<file path="src/rtl/finder_scan.sv">
// Raster scan of the binarized frame for 1:1:3:1:1 finder runs; sets column/row bitmap bits.
// Latency: one address per cycle; patterns_valid pulses 2*(WIDTH*HEIGHT+READ_LATENCY)+1 cycles after start.
// No backpressure: the read port returns a pixel exactly READ_LATENCY cycles after each address.
module finder_scan #(
    parameter int HEIGHT       = 480,
    parameter int WIDTH        = 480,
    parameter int READ_LATENCY = 2
) (
    input  logic         clk_in,
    input  logic         rst_in,
    input  logic         start_scan,
    input  logic         pixel_reading,
    output logic [19:0]  address_reading,
    output logic [479:0] horz_patterns,
    output logic [479:0] vert_patterns,
    output logic         patterns_valid,
    output logic         busy
);

    typedef struct packed {
        logic       vld;
        logic       vert;
        logic [8:0] fast;
        logic       eol;
    } rd_tag_t;

    localparam logic [2:0] S_IDLE   = 3'd0;
    localparam logic [2:0] S_HSCAN  = 3'd1;
    localparam logic [2:0] S_HDRAIN = 3'd2;
    localparam logic [2:0] S_VSCAN  = 3'd3;
    localparam logic [2:0] S_VDRAIN = 3'd4;
    localparam logic [2:0] S_DONE   = 3'd5;

    localparam logic [8:0]  X_LAST = 9'(WIDTH - 1);
    localparam logic [8:0]  Y_LAST = 9'(HEIGHT - 1);
    localparam logic [7:0]  D_LAST = 8'(READ_LATENCY - 1);
    localparam logic [19:0] W20    = 20'(WIDTH);

    logic [2:0] state, state_nxt;
    logic [8:0] x, y, x_nxt, y_nxt;
    logic [7:0] drain_cnt, drain_nxt;
    logic       scan_clr;
    rd_tag_t    iss;

    // ------------------------------------------------------------------
    // Scan sequencing
    // ------------------------------------------------------------------
    always_comb begin
        state_nxt = state;
        x_nxt     = x;
        y_nxt     = y;
        drain_nxt = drain_cnt;
        iss       = '0;
        scan_clr  = 1'b0;
        case (state)
            S_IDLE: begin
                if (start_scan) begin
                    state_nxt = S_HSCAN;
                    x_nxt     = '0;
                    y_nxt     = '0;
                    scan_clr  = 1'b1;
                    iss.vld   = 1'b1;
                end
            end
            S_HSCAN: begin
                if (x == X_LAST && y == Y_LAST) begin
                    state_nxt = S_HDRAIN;
                    drain_nxt = '0;
                end else begin
                    if (x == X_LAST) begin
                        x_nxt = '0;
                        y_nxt = y + 9'd1;
                    end else begin
                        x_nxt = x + 9'd1;
                    end
                    iss.vld  = 1'b1;
                    iss.fast = x_nxt;
                    iss.eol  = (x_nxt == X_LAST);
                end
            end
            S_HDRAIN: begin
                if (drain_cnt == D_LAST) begin
                    state_nxt = S_VSCAN;
                    x_nxt     = '0;
                    y_nxt     = '0;
                    iss.vld   = 1'b1;
                    iss.vert  = 1'b1;
                end else begin
                    drain_nxt = drain_cnt + 8'd1;
                end
            end
            S_VSCAN: begin
                if (x == X_LAST && y == Y_LAST) begin
                    state_nxt = S_VDRAIN;
                    drain_nxt = '0;
                end else begin
                    if (y == Y_LAST) begin
                        y_nxt = '0;
                        x_nxt = x + 9'd1;
                    end else begin
                        y_nxt = y + 9'd1;
                    end
                    iss.vld  = 1'b1;
                    iss.vert = 1'b1;
                    iss.fast = y_nxt;
                    iss.eol  = (y_nxt == Y_LAST);
                end
            end
            S_VDRAIN: begin
                if (drain_cnt == D_LAST) begin
                    state_nxt = S_DONE;
                end else begin
                    drain_nxt = drain_cnt + 8'd1;
                end
            end
            S_DONE:  state_nxt = S_IDLE;
            default: state_nxt = S_IDLE;
        endcase
    end

    always_ff @(posedge clk_in or negedge rst_in) begin
        if (!rst_in) begin
            state           <= S_IDLE;
            x               <= '0;
            y               <= '0;
            drain_cnt       <= '0;
            address_reading <= '0;
        end else begin
            state     <= state_nxt;
            x         <= x_nxt;
            y         <= y_nxt;
            drain_cnt <= drain_nxt;
            if (iss.vld) begin
                address_reading <= 20'(x_nxt) + 20'(y_nxt) * W20;
            end
        end
    end

    // Slot 0 mirrors the address register; slots 1..READ_LATENCY are the
    // delay line, so the last slot lines up with the returning pixel.
    rd_tag_t tag_pipe [0:READ_LATENCY];
    rd_tag_t rt;

    always_ff @(posedge clk_in or negedge rst_in) begin
        if (!rst_in) begin
            for (int i = 0; i <= READ_LATENCY; i++) begin
                tag_pipe[i] <= '0;
            end
        end else begin
            tag_pipe[0] <= iss;
            for (int i = 1; i <= READ_LATENCY; i++) begin
                tag_pipe[i] <= tag_pipe[i-1];
            end
        end
    end

    assign rt = tag_pipe[READ_LATENCY];

    // ------------------------------------------------------------------
    // Run tracking and 1:1:3:1:1 evaluation
    // ------------------------------------------------------------------
    logic       cur_col;
    logic [8:0] cur_len, r0, r1, r2, r3;
    logic [2:0] cnt;
    logic       ext;
    logic [8:0] len_inc;
    logic [2:0] cnt_inc;

    assign ext     = (pixel_reading == cur_col);
    assign len_inc = (cur_len == 9'h1FF) ? cur_len : cur_len + 9'd1;
    assign cnt_inc = (cnt == 3'd5) ? cnt : cnt + 3'd1;

    logic       ev_en;
    logic [8:0] e_r0, e_r1, e_r2, e_r3, e_r4, p_last;
    logic [2:0] e_cnt;

    // A line-end pixel that flips white->black must first push the white run
    // into history so the one-pixel black run sees a complete window.
    always_comb begin
        ev_en  = 1'b0;
        e_r0   = r0;
        e_r1   = r1;
        e_r2   = r2;
        e_r3   = r3;
        e_r4   = cur_len;
        e_cnt  = cnt;
        p_last = rt.fast - 9'd1;
        if (rt.vld) begin
            if (!cur_col && !ext) begin
                ev_en = 1'b1;
            end else if (!cur_col && rt.eol) begin
                ev_en  = 1'b1;
                e_r4   = len_inc;
                p_last = rt.fast;
            end else if (cur_col && !ext && rt.eol) begin
                ev_en  = 1'b1;
                e_r0   = r1;
                e_r1   = r2;
                e_r2   = r3;
                e_r3   = cur_len;
                e_cnt  = cnt_inc;
                e_r4   = 9'd1;
                p_last = rt.fast;
            end
        end
    end

    function automatic logic in_band(input logic [13:0] v,
                                     input logic [13:0] lo,
                                     input logic [13:0] hi);
        return (v >= lo) && (v <= hi);
    endfunction

    logic [11:0] sum_t, center;
    logic [13:0] t14, m0, m1, m2, m3, m4;
    logic        ratio_ok, hit;

    assign sum_t = 12'(e_r0) + 12'(e_r1) + 12'(e_r2) + 12'(e_r3) + 12'(e_r4);
    assign t14   = 14'(sum_t);
    assign m0    = 14'(e_r0) * 14'd14;
    assign m1    = 14'(e_r1) * 14'd14;
    assign m2    = 14'(e_r2) * 14'd7;
    assign m3    = 14'(e_r3) * 14'd14;
    assign m4    = 14'(e_r4) * 14'd14;

    assign ratio_ok = (sum_t >= 12'd7)
                    && in_band(m0, t14, t14 * 14'd3)
                    && in_band(m1, t14, t14 * 14'd3)
                    && in_band(m3, t14, t14 * 14'd3)
                    && in_band(m4, t14, t14 * 14'd3)
                    && in_band(m2, t14 * 14'd2, t14 * 14'd4);

    assign center = 12'(p_last) - 12'(e_r4) - 12'(e_r3) - 12'(e_r2 >> 1);
    assign hit    = ev_en && (e_cnt >= 3'd4) && ratio_ok && (center < 12'd480);

    always_ff @(posedge clk_in or negedge rst_in) begin
        if (!rst_in) begin
            cur_col <= 1'b0;
            cur_len <= '0;
            r0      <= '0;
            r1      <= '0;
            r2      <= '0;
            r3      <= '0;
            cnt     <= '0;
        end else if (scan_clr || (rt.vld && rt.eol)) begin
            // Each line starts behind one virtual white pixel.
            cur_col <= 1'b1;
            cur_len <= 9'd1;
            r0      <= '0;
            r1      <= '0;
            r2      <= '0;
            r3      <= '0;
            cnt     <= '0;
        end else if (rt.vld) begin
            if (ext) begin
                cur_len <= len_inc;
            end else begin
                r0      <= r1;
                r1      <= r2;
                r2      <= r3;
                r3      <= cur_len;
                cnt     <= cnt_inc;
                cur_col <= pixel_reading;
                cur_len <= 9'd1;
            end
        end
    end

    always_ff @(posedge clk_in or negedge rst_in) begin
        if (!rst_in) begin
            horz_patterns <= '0;
            vert_patterns <= '0;
        end else if (scan_clr) begin
            horz_patterns <= '0;
            vert_patterns <= '0;
        end else if (hit) begin
            if (rt.vert) begin
                vert_patterns[center[8:0]] <= 1'b1;
            end else begin
                horz_patterns[center[8:0]] <= 1'b1;
            end
        end
    end

    assign patterns_valid = (state == S_DONE);
    assign busy           = (state != S_IDLE);

endmodule

</file>
<file path="config.mk">
export PLATFORM = sky130hd
export DESIGN_NAME = finder_scan
export DESIGN_NICKNAME = d
export VERILOG_FILES = /design/src/rtl/finder_scan.sv
export SDC_FILE = /design/constraint.sdc
export NUM_CORES = 2
export LEC_CHECK = 0
export ABC_AREA = 1
export ABC_CLOCK_PERIOD_IN_PS = 11150
export CORE_AREA = 2 2 386 388
export DETAILED_ROUTE_END_ITERATION = 10
export DIE_AREA = 0 0 388 390
export GPL_TIMING_DRIVEN = 1
export PLACE_DENSITY_LB_ADDON = 0.12
export SLEW_MARGIN = 0
export SYNTH_ARGS = -nofsm -noshare
export SYNTH_HDL_FRONTEND = slang
export SYNTH_SLANG_ARGS = --single-unit
</file>
<file path="constraint.sdc">
create_clock -name clk_in -period 11.15 [get_ports clk_in]
set_input_delay 1.115 -clock clk_in [delete_from_list [all_inputs] [get_ports clk_in]]
set_output_delay 1.115 -clock clk_in [all_outputs]
set_load 0.01 [all_outputs]
</file>
==> metrics.txt <==
Clock Root Buffer=clkbuf_16; most frequent cells in the layout=inv_1, a21oi_1, dfrtp_1; minimum clock period=roughly 9500 ps; number of port buffers=between 900 and 1000; via count=53800; remaining routing DRC violations=0; # setup viols final=0; area leader, netlist=dfrtp_1; Critical Path Fanout Max=44; max-cap viol count=0; clk slew on worst S/H paths=around 60 ps; outcome=finished with violations; total gr overflow=0; mux contribution to synthesized area=0%; die area=~0.15 mm^2; number of gates resized after cts=0; core area=0.147 mm^2; Total Nets Final=8019; compound-gate portion of the synthesized area=a little under an eighth; EDFF count, synth=0; post-CTS setup buffer count=0; Slew @ Worst Pin=roughly 1600 ps; commonest non-fill, non-tap cell in the layout=inv_1; drt total wl=between 200000 and 250000 um; Mean Syn Cell Area=roughly 8.4 um^2; Fillers=14100; asr flop ratio synth=100%; Starting Density=40.0%; Final TNS setup=0 ps; layout cell share with drive strength beyond 1=between 4 and 5%; Worst Setup Path Type=in2reg; # H-tree levels=3; Post-Place Setup Slack=a little over 1000 ps; initial antenna violation count=6; top post-synthesis cells by area=dfrtp_1, nand4_1, a21oi_1, inv_1, ha_1; Syn Std Cell Area=slightly below 0.06 mm^2; Syn Nets=approximately 7300; relative slew slack=-4.90%; top_reg_cell synth=dfrtp_1; GRT Resource Usage Total=about a third; crit-path max cell delay=between 500 and 600 ps; clk_lat worst skew=approximately 770 ps; RSZ-0062 raised after global routing=no; Area growth syn-to-layout=25.9%; Iteration-0 DRC Markers=slightly above 5000; largest family of logic cells by synthesized area=simple AND/OR/NAND/NOR gates; crit path launch type=primary input; Clock Path Buffers=3; Final Max Tran Viols=between 50 and 60; skew final=approximately 76 ps; CTS tree=yes; Synth Area in Adders=approximately 8.2%; FMAX=roughly 0.11 GHz; Die Width=approximately 390 um; worst min path class=in2async; cts hold-fix bufs=0; crit path max-delay cell type=fa_1; fin crit share=85.3%; Setup crit end kind=flop; required time of the critical path=approximately 12000 ps; DR pass1 iterations=6; Synth Area in Simple Gates=about a fifth; #FFs+latches synth=approximately 1100; Synth top area share=between 40% and 50%; global placer's final weighted congestion=about 0.95; cts bufs inserted=approximately 120; distinct cell type count after synthesis=between 50 and 60; Arrival @ worst endpoint=~10000 ps; post-synthesis sequential area ratio=between 40% and 50%; violated checks=max-slew violations; clk sink count=roughly 1100; final antenna-violating net count=0; synth warn=0; final hold vios=0; Final Worst Setup Slack=~1600 ps; vias per inst=around 5.5; drt wl/cell=25.1 um; FP Rows=approximately 140; number of global-route vias before repair=52300; first-pass GRT wire length=between 300000 and 400000 um; cells after synthesis=about 7000; xor and xnor area share after synthesis=1.35%; CP dominant cell by count=nand2_1; Die H=roughly 400 um; io pins=986; largest net degree at the start of global routing=about 210; Detailed Place HPWL=between 150000 and 200000 um
==> worst paths after layout <==
kind	startpoint	endpoint	slack, ps	depth (start not counted)
setup / recovery	pixel_reading	horz_patterns[146]$_DFFE_PN0P_	1630	46
hold / removal	rst_in	vert_patterns[67]$_DFFE_PN0P_	280	1
setup reg to reg	cur_col$_DFFE_PN0P_	horz_patterns[146]$_DFFE_PN0P_	2070	46
hold reg to reg	tag_pipe[34]$_DFF_PN0_	tag_pipe[22]$_DFF_PN0_	340	0
max in group asynchronous	rst_in	horz_patterns[219]$_DFFE_PN0P_	8420	3
min in group clk_in	tag_pipe[34]$_DFF_PN0_	tag_pipe[22]$_DFF_PN0_	340	0
==> state kept, by name (all words and copies together), names as in the netlist, 3 cells and up <==
name and cells:
address_reading 19, cnt 3, cur_len 9, drain_cnt 8, horz_patterns 480, r0 9
r1 9, r2 9, r3 9, rt 12, state 3, tag_pipe 24
vert_patterns 480, x 9, y 9
==> Yosys cell counts, types with 6 or more instances <==
cell and number:
a21o_1 7, a21oi_1 1100, buf_1 79, buf_2 164, buf_6 46, clkbuf_1 231
dfrtp_1 1093, fa_1 97, ha_1 232, inv_1 1366, inv_2 12, nand2_1 425
nand2_2 11, nand3_1 136, nand4_1 986, nor2_1 609, nor3_1 29, o211ai_1 9
o21a_1 9, o21ai_0 143, o21bai_1 7, o22ai_1 19, o31ai_1 6, or2_2 8
xnor2_1 26, xor2_1 65
==> critical path: cells and delay by family <==
family	cells	cell delay [ps]
AO/OA/AOI/OAI	10	1740
XOR/XNOR	1	350
adder cells (fa/ha/maj)	7	3000
buffers and inverters	9	1710
AND/OR/NAND/NOR	19	2110
==> cell type report <==
class	count	area, um^2	area share (%)
Antenna cell	1	2.50	0.00338
Tap cell	1930	2410	3.26
Sequential cell	1093	27400	36.9
Clock inverter	55	594	0.802
Multi-Input combinational cell	3989	23800	32.2
Clock buffer	172	3550	4.79
Inverter	1382	5200	7.02
Timing Repair Buffer	1099	11200	15.1
==> through the flow <==
stage	instances	hold slack, ps	util [%]	area, um^2
final	9721	276	50.4	74100
after global routing	9720	313	50.4	74100
after CTS	9720	304	50.4	74100
after detailed placement	9493	335	47.6	70000
after global placement	9493	333	47.6	70000
after floorplan	6991	331	-	58900
==> layer usage <==
| metal | part of all wire [%] | track usage, % |
|---|---|---|
| met1 | 40 | 39.9 |
| met4 | 5.1 | 14.4 |
| met3 | 8.6 | 8.56 |
| met5 | 0 | 0 |
| met2 | 46 | 50.1 |
==> logic make-up (layout without fill, tap and decap cells) <==
logic type | count (synthesis) | count (layout)
adder cells (fa/ha/maj) | 329 | 329
other | 1 | 2
flip-flops | 1093 | 1093
AO/OA/AOI/OAI | 1332 | 1332
XOR/XNOR | 91 | 91
AND/OR/NAND/NOR | 2236 | 2236
buffers and inverters | 1909 | 2708
Power is left out: the tool's default activity adds up to more than one toggle a clock period on the data nets, which glitch-free logic cannot reach.
